==> config.mk <==
export PLATFORM = sky130hd
export DESIGN_NAME = id_ex_pipe_reg
export DESIGN_NICKNAME = d
export VERILOG_FILES = /design/src/rtl/id_ex_pkg.sv /design/src/rtl/id_ex_pipe_reg_skid_slot.sv /design/src/rtl/id_ex_pipe_reg.sv
export SDC_FILE = /design/constraint.sdc
export NUM_CORES = 1
export LEC_CHECK = 0
export CAP_MARGIN = 30
export CORE_MARGIN = 10
export CORE_UTILIZATION = 45
export CTS_BUF_LIST = sky130_fd_sc_hd__clkbuf_4 sky130_fd_sc_hd__clkbuf_8 sky130_fd_sc_hd__clkbuf_16
export CTS_CLUSTER_DIAMETER = 60
export DETAILED_ROUTE_END_ITERATION = 7
export GPL_TIMING_DRIVEN = 0
export PLACE_DENSITY = 0.76
export RECOVER_POWER = 100
export SLEW_MARGIN = 20
export SYNTH_ARGS = -nofsm -noshare
export SYNTH_HDL_FRONTEND = slang
export SYNTH_SLANG_ARGS = --single-unit
==> constraint.sdc <==
create_clock -name clk -period 1.6 [get_ports clk]
set_input_delay 0.24 -clock clk [delete_from_list [all_inputs] [get_ports clk]]
set_output_delay 0.24 -clock clk [all_outputs]
set_load 0.05 [all_outputs]
==> src/rtl/id_ex_pkg.sv <==
// Shared types and constants for the elastic ID/EX pipeline register.
package id_ex_pkg;

  // Default payload geometry
  localparam int unsigned DEF_DATA_W = 32;
  localparam int unsigned DEF_CTRL_W = 10;
  localparam int unsigned DEF_REG_AW = 5;

  // Bit positions inside the decoded control word
  localparam int unsigned CTRL_REGWRITE = 9;
  localparam int unsigned CTRL_MEMTOREG = 8;
  localparam int unsigned CTRL_MEMWRITE = 7;
  localparam int unsigned CTRL_MEMREAD  = 6;
  localparam int unsigned CTRL_ALUSRC   = 5;
  localparam int unsigned CTRL_ALUOP_HI = 4;
  localparam int unsigned CTRL_ALUOP_LO = 1;
  localparam int unsigned CTRL_REGDST   = 0;

  // Occupancy of the MAIN/SKID slot pair
  typedef enum logic [1:0] {
    EMPTY = 2'd0,
    ONE   = 2'd1,
    FULL  = 2'd2
  } state_e;

  // Payload layout at default widths; the top packs fields in the same order
  typedef struct packed {
    logic [DEF_CTRL_W-1:0] ctrl;
    logic [DEF_DATA_W-1:0] pc4;
    logic [DEF_DATA_W-1:0] rd1;
    logic [DEF_DATA_W-1:0] rd2;
    logic [DEF_DATA_W-1:0] imm;
    logic [DEF_REG_AW-1:0] rs;
    logic [DEF_REG_AW-1:0] rt;
    logic [DEF_REG_AW-1:0] rd;
  } payload_t;

endpackage

==> src/rtl/id_ex_pipe_reg_skid_slot.sv <==
// One payload register with load enable; used for both the MAIN and SKID slots.
module pipe_skid_slot #(
  parameter int unsigned WIDTH = 32
) (
  input  logic             clk,
  input  logic             rst_n,
  input  logic             load,
  input  logic [WIDTH-1:0] d,
  output logic [WIDTH-1:0] q
);

  // Capture d when load is asserted; cleared by reset
  always_ff @(posedge clk or negedge rst_n) begin
    if (!rst_n) begin
      q <= '0;
    end else if (load) begin
      q <= d;
    end
  end

endmodule

==> src/rtl/id_ex_pipe_reg.sv <==
// Elastic ID/EX pipeline register: two-entry skid buffer with registered
// in_ready, synchronous flush and bubble masking of the control word.
module id_ex_pipe_reg
  import id_ex_pkg::*;
#(
  parameter int unsigned DATA_W = DEF_DATA_W,
  parameter int unsigned CTRL_W = DEF_CTRL_W,
  parameter int unsigned REG_AW = DEF_REG_AW
) (
  input  logic              clk,
  input  logic              rst_n,
  // Decode side
  input  logic              in_valid,
  output logic              in_ready,
  input  logic [CTRL_W-1:0] in_ctrl,
  input  logic [DATA_W-1:0] in_pc4,
  input  logic [DATA_W-1:0] in_rd1,
  input  logic [DATA_W-1:0] in_rd2,
  input  logic [DATA_W-1:0] in_imm,
  input  logic [REG_AW-1:0] in_rs,
  input  logic [REG_AW-1:0] in_rt,
  input  logic [REG_AW-1:0] in_rd,
  // Hazard unit
  input  logic              flush,
  // Execute side
  output logic              out_valid,
  input  logic              out_ready,
  output logic [CTRL_W-1:0] out_ctrl,
  output logic [DATA_W-1:0] out_pc4,
  output logic [DATA_W-1:0] out_rd1,
  output logic [DATA_W-1:0] out_rd2,
  output logic [DATA_W-1:0] out_imm,
  output logic [REG_AW-1:0] out_rs,
  output logic [REG_AW-1:0] out_rt,
  output logic [REG_AW-1:0] out_rd,
  output logic [1:0]        occupancy
);

  localparam int unsigned PayW = CTRL_W + 4 * DATA_W + 3 * REG_AW;

  state_e          state_q, state_d;
  logic            in_ready_q, in_ready_d;
  logic            in_fire, out_fire;
  logic            main_load, skid_load, main_from_skid;
  logic [PayW-1:0] in_pay, main_d, main_q, skid_q;
  logic [CTRL_W-1:0] main_ctrl;

  assign in_pay = {in_ctrl, in_pc4, in_rd1, in_rd2, in_imm, in_rs, in_rt, in_rd};

  assign in_ready  = in_ready_q;
  assign out_valid = (state_q != EMPTY);
  assign in_fire   = in_valid & in_ready_q;
  assign out_fire  = out_valid & out_ready;

  // Next-state and slot load decisions; flush overrides every handshake
  always_comb begin
    state_d        = state_q;
    main_load      = 1'b0;
    skid_load      = 1'b0;
    main_from_skid = 1'b0;
    unique case (state_q)
      EMPTY: begin
        if (in_fire) begin
          main_load = 1'b1;
          state_d   = ONE;
        end
      end
      ONE: begin
        if (in_fire && out_fire) begin
          main_load = 1'b1;
        end else if (in_fire) begin
          skid_load = 1'b1;
          state_d   = FULL;
        end else if (out_fire) begin
          state_d = EMPTY;
        end
      end
      FULL: begin
        if (out_fire) begin
          main_load      = 1'b1;
          main_from_skid = 1'b1;
          state_d        = ONE;
        end
      end
      default: state_d = EMPTY;
    endcase
    if (flush) begin
      // Squashed data is never loaded; stale slot contents are harmless
      state_d   = EMPTY;
      main_load = 1'b0;
      skid_load = 1'b0;
    end
  end

  // in_ready is registered so out_ready never reaches it combinationally
  assign in_ready_d = (state_d != FULL);

  // State and ready flops; in_ready stays low until the first edge after reset
  always_ff @(posedge clk or negedge rst_n) begin
    if (!rst_n) begin
      state_q    <= EMPTY;
      in_ready_q <= 1'b0;
    end else begin
      state_q    <= state_d;
      in_ready_q <= in_ready_d;
    end
  end

  assign main_d = main_from_skid ? skid_q : in_pay;

  pipe_skid_slot #(
    .WIDTH (PayW)
  ) u_main (
    .clk   (clk),
    .rst_n (rst_n),
    .load  (main_load),
    .d     (main_d),
    .q     (main_q)
  );

  pipe_skid_slot #(
    .WIDTH (PayW)
  ) u_skid (
    .clk   (clk),
    .rst_n (rst_n),
    .load  (skid_load),
    .d     (in_pay),
    .q     (skid_q)
  );

  assign {main_ctrl, out_pc4, out_rd1, out_rd2, out_imm, out_rs, out_rt, out_rd} = main_q;

  // A bubble must never carry RegWrite/MemWrite/MemRead downstream
  assign out_ctrl = main_ctrl & {CTRL_W{out_valid}};

  // Occupancy decode
  always_comb begin
    occupancy = 2'd0;
    unique case (state_q)
      EMPTY:   occupancy = 2'd0;
      ONE:     occupancy = 2'd1;
      FULL:    occupancy = 2'd2;
      default: occupancy = 2'd0;
    endcase
  end

endmodule

# Word level (Yosys, flattened, before mapping)
# Index checks and enable logic that the tools add are counted.
# word_totals
input_bits,158
elab_cells,31
out_inout_bits,157
register_bits,309
# op_classes
n_bitwise,3
n_eq_ne,3
reduce_logical,3
muxes,18
# ops
op,n
$mux 153,1
$mux 2,6
$and 10x10->10,1
$mux 1,8
$pmux 2 s3,1
$pmux 2 s2,1
$pmux 1 s3,1
$and 1x1->1,2
$eq 2x1->1 const B,1
$eq 2x2->1 const B,1
$logic_not 2->1,1
$ne 2x2->1 const B,1
$reduce_bool 2->1,1
$logic_and 1x1->1,1

# Logic depth before layout (Yosys ltp)
# depth
ltp_word,8
ltp_mapped,7

# Modules after synthesis
# From an unflattened synthesis, not the netlist that was laid out.
# hier_totals
cells_unflattened,846
hier_area_um2,14619.0
# by_module_without_submodules
mod,n_inst,cells_each,seq_area_each_um2,area_per_inst_um2
pipe_skid_slot,2,323,3828.7,5955.7
id_ex_pipe_reg,1,200,75.1,2707.6

# Least setup slack after synthesis
# OpenSTA, ideal clock, no wires.
# synth_timing
kind,reg-to-reg
start,reg state_q[1]
end,reg u_skid.q[100]
t_arrival_ps,1792
path_stages_with_launch,7
t_required_ps,1475
slack_ps,-316
cell_sequence,dfrtp_1 -> nor2b_2 -> nand4_1 -> buf_2 -> buf_4 -> buf_4 -> mux2_2
# synth_between
elab_chain_len,6
elab_cells_between_ends,7
classes_between,eq/ne: 1; mux: 3; bitwise: 1; reduce/logical: 2
# synth_rtl
element,line,rtl
from (decl),id_ex_pipe_reg.sv:41,"state_e state_q, state_d;"
from (signal assigned),id_ex_pipe_reg.sv:104,state_q <= state_d;
$reduce_bool 2->1,id_ex_pipe_reg.sv:51,assign out_valid = (state_q != EMPTY);
$and 1x1->1,id_ex_pipe_reg.sv:53,assign out_fire = out_valid & out_ready;
$logic_and 1x1->1,id_ex_pipe_reg.sv:69,if (in_fire && out_fire) begin
$mux 1,id_ex_pipe_reg.sv:69,
$mux 1 *,id_ex_pipe_reg.sv:61,unique case (state_q)
$mux 1 *,id_ex_pipe_reg.sv:87,if (flush) begin
to (signal assigned),id_ex_pipe_reg_skid_slot.sv:15,q <= '0;
to (signal assigned),id_ex_pipe_reg_skid_slot.sv:17,q <= d;
to (decl),id_ex_pipe_reg_skid_slot.sv:9,output logic [WIDTH-1:0] q
# Every way passes the cells marked *; elsewhere a longest branch is shown, timed or not.
# A chain may end at the register's enable or synchronous reset.

# Worst setup path after layout
# layout_timing
start,reg state_q[0]
end,reg u_main.q[48]
# layout_between
elab_chain_len,6
elab_cells_between_ends,12
classes_between,eq/ne: 2; mux: 6; bitwise: 1; reduce/logical: 3
# layout_rtl
element,line
$reduce_bool 2->1,id_ex_pipe_reg.sv:51
$and 1x1->1,id_ex_pipe_reg.sv:53
$logic_and 1x1->1,id_ex_pipe_reg.sv:69
$mux 1,id_ex_pipe_reg.sv:69
$pmux 1 s3,id_ex_pipe_reg.sv:61
$mux 1,id_ex_pipe_reg.sv:87
to (signal assigned),id_ex_pipe_reg_skid_slot.sv:15
to (signal assigned),id_ex_pipe_reg_skid_slot.sv:17
to (decl),id_ex_pipe_reg_skid_slot.sv:9
# Parallel ways exist; a longest one is shown, timed or not.

==> flow_metrics.tcl <==
set metrics [dict create \
    internal-power_w 0.0177 \
    insertion_delay_ns 0.51 \
    drt_iter0_drc 675 \
    path_cells "nand3b_1 > a31oi_4 > buf_12 > buf_16 > buf_6 > nor2_1 > a31oi_1" \
    cts-root-buf "clkbuf_16" \
    cts_tree "done" \
    portBuffers 314 \
    drc_errors 0 \
    synth_cell_types 22 \
    synth_warnings 0 \
    slowest_delay_ns 0.47 \
    die_area_mm2 0.0381 \
    top_layer "met5" \
    fillerInstances 2421 \
    area_growth_pct 40.6 \
    setup.worst_path.class "register to register" \
    nets 1880 \
    yosys.area.top_type "dfrtp_1" \
    min_period_ns 1.83 \
    die_x_um 195 \
    ys_ff_latch 309 \
    design_power_total_w 0.0268 \
    die_h_um 195 \
    multi_input_area_mm2 0.00475 \
    r2r_cells 7 \
    met2_length_um 20900 \
    overflow 0 \
    grt_pass1_wl_um 63200 \
    powerDensity_mw_per_mm2 1380 \
    drv_cap 0 \
    r2r_start "state_q[0]$_DFF_PN0_" \
    routed_wl_um 42000 \
    clock-sinks 309 \
    hold_viol 0 \
    avgViaCountPerCell 5.19 \
    m1WireLength_um 17000 \
    slew-limit-headroom_pct 39.2 \
    final_util_pct 63.8 \
    setup_violations 314 \
    report.final.slew_viol_count 0 \
    wl_met3_um 3040 \
    fin_ws_ns -0.231 \
    syn_inst 1330 \
    track_usage_pct 20.4 \
    synth.top_cell.area_share_pct 56.0 \
    ios 315 \
    final_antenna_net_count 0 \
    grt_pass1_vias 11458 \
    p_comb_share_pct 31.8 \
    vias 11081 \
    finClkSkew_ns 0.0254 \
    switchingPower_w 0.00906 \
    crit_path_start "state_q[0]$_DFF_PN0_" \
    rr_endpoint "u_main.q[48]$_DFFE_PN0P_" \
    drt-wirelength-per-cell_um 19.7 \
    leakage_nw 9.00 \
    max_freq_ghz 0.546 \
    tightest_slew_ns 0.912 \
    hp-class "input port to asynchronous set/reset pin" \
    outcome "finished with violations" \
    startpoint_type "register" \
    post-dp-hpwl_um 28400 \
    cts_buffers 35 \
    crit_arrival_ns 2.23 \
    critPathRequiredTime_ns 2.00 \
    synth-seq-area-share_pct 56.0 \
    cts_max_path_buffers 3 \
    synth.avg_cell_area_um2 10.4 \
    seq_area_mm2 0.00774 \
    rsz0062_at_grt "true" \
    period_share_pct 114 \
    yosys-top-cells-area "dfrtp_1 (56%), mux2_2 (12%), nand2_1 (8.3%), buf_4 (8.3%), a31oi_1 (7.0%)" \
    violations "negative setup slack" \
    synthesis.area_mm2 0.0138 \
    critPathMaxFanout 10 \
    antenna_found_initial 2 \
    ir_drop_v 0.00104 \
    cts_htree_levels 2 \
    worst_path_max_delay_cell "dfrtp_2" \
    core_area_mm2 0.0304 \
    rrSetupSlack_ns -0.23 \
    seq_power_share_pct 40.6 \
    first_pass_iters 5 \
    place.gp.congestion 0.814 \
    layout-drive-gt1-share_pct 38.0 \
    pwr-share-clk_pct 27.6 \
    start_util_pct 45.4 \
    endpoint_kind "register" \
    clkSlewWorstSetupHoldPaths_ns 0.06 \
    syn_nets 1488 \
    grt_max_degree 98 \
    rows 64 \
    power.share.switching_pct 33.9 \
]
power by group through the flow:
| stage | logic, W | clock network [W] | registers (W) |
|---|---|---|---|
| floorplan | 0.00606 | 0 | 0.0106 |
| detailed placement | 0.00876 | 0 | 0.0109 |
| global route | 0.00905 | 0.00780 | 0.0111 |
| global placement | 0.00858 | 0 | 0.0108 |
| CTS | 0.00866 | 0.00752 | 0.0108 |
| finish | 0.00850 | 0.00739 | 0.0109 |
cell usage in the layout, fill, tap and decap left out, drive strengths merged, types with 3 or more instances in the layout:
cell,n
dlygate4sd2,4
clkdlybuf4s50,156
dfrtp,309
nand2,307
a31oi,155
nor2b,11
nor2,155
inv,3
buf,257
clkbuf,211
clkinv,5
mux2,153
sequential cells by signal, summed over array words and instances, names as in the netlist:
signal / count
in_ready: 1
u_main.q: 153
state_q: 2
u_skid.q: 153
cells by family (layout without fill, tap and decap cells):
logic type             after synthesis  count (layout)  share of synthesized area (%)
multiplexers                       153             153                           12.5
flip-flops                         309             309                           56.0
buffers and inverters              230             639                           10.9
AO/OA/AOI/OAI                      157             157                           7.17
other                                0               1                              0
AND/OR/NAND/NOR                    481             481                           13.5
per-stage QoR:
step | instance area [µm²] | cells | hold WS (ns) | setup WS [ns] | setup TNS [ns]
floorplan | 13900 | 1330 | -0.0556 | -0.0962 | -15.93
global placement | 17500 | 2040 | 0.486 | -14.26 | -4229.99
detailed placement | 17600 | 2043 | 0.164 | -0.899 | -206.79
CTS | 18900 | 2112 | 0.213 | -0.182 | -37.37
global route | 19400 | 2135 | 0.230 | -0.294 | -65.10
finish | 19400 | 2136 | 0.212 | -0.231 | -41.45
final cells by class:
cell class	instances	area share [%]
Sequential cell	309	39.8
Tap cell	396	2.55
Inverter	2	0.0515
Clock inverter	6	0.174
Clock buffer	48	5.14
Antenna cell	1	0.0129
Timing Repair Buffer	356	17.0
Multi-Input combinational cell	791	24.5
Buffer	227	10.8
how the worst max path moves through the flow:
stage	endpoint	slack (ns)	cells past startpoint
2_1_floorplan	u_skid.q[100]$_DFFE_PN0P_	-0.1	6
3_3_place_gp	in_ready$_DFF_PN0_	-14.26	1
3_5_place_dp	u_main.q[75]$_DFFE_PN0P_	-0.90	7
4_1_cts	out_ctrl[8]	-0.18	4
5_1_grt	u_main.q[113]$_DFFE_PN0P_	-0.29	7
6_report	u_main.q[48]$_DFFE_PN0P_	-0.23	7
synthesized netlist by cell type (all sizes together):
library cell / n
nor2b: 11
inv: 2
mux2: 153
nand4b: 1
nand4bb: 1
a21o: 1
nand3: 1
buf: 207
a31oi: 155
nand3b: 2
clkbuf: 21
and2b: 1
a21boi: 1
nand2: 307
dfrtp: 309
nand4: 1
nor2: 155
and2: 1
per-layer routing:
| layer | GRT usage (%) | up-vias |
|---|---|---|
| met2 | 34.8 | 338 |
| met4 | 5.51 | 2 |
| met5 | 0 | - |
| met1 | 24.7 | 5566 |
| li1 | - | 5101 |
| met3 | 5.82 | 74 |
repair_timing:
item                                   4_1_cts  5_1_grt
setup buffers                               11        8
endpoints found under the hold margin       43        0
pin swaps                                    3        2
hold buffers                                 1        0
setup endpoints to repair                  466      377
gates resized for setup                    479      207
cloned                                       3       18
worst max-delay path: cells and delay by family, from the launching register on:
| kind | cells | cell delay, ns |
|---|---|---|
| buf+inv | 3 | 0.48 |
| simple gates | 2 | 0.31 |
| compound gates | 2 | 0.46 |
| flops | 1 | 0.47 |
(Power assumes the default switching activity.)
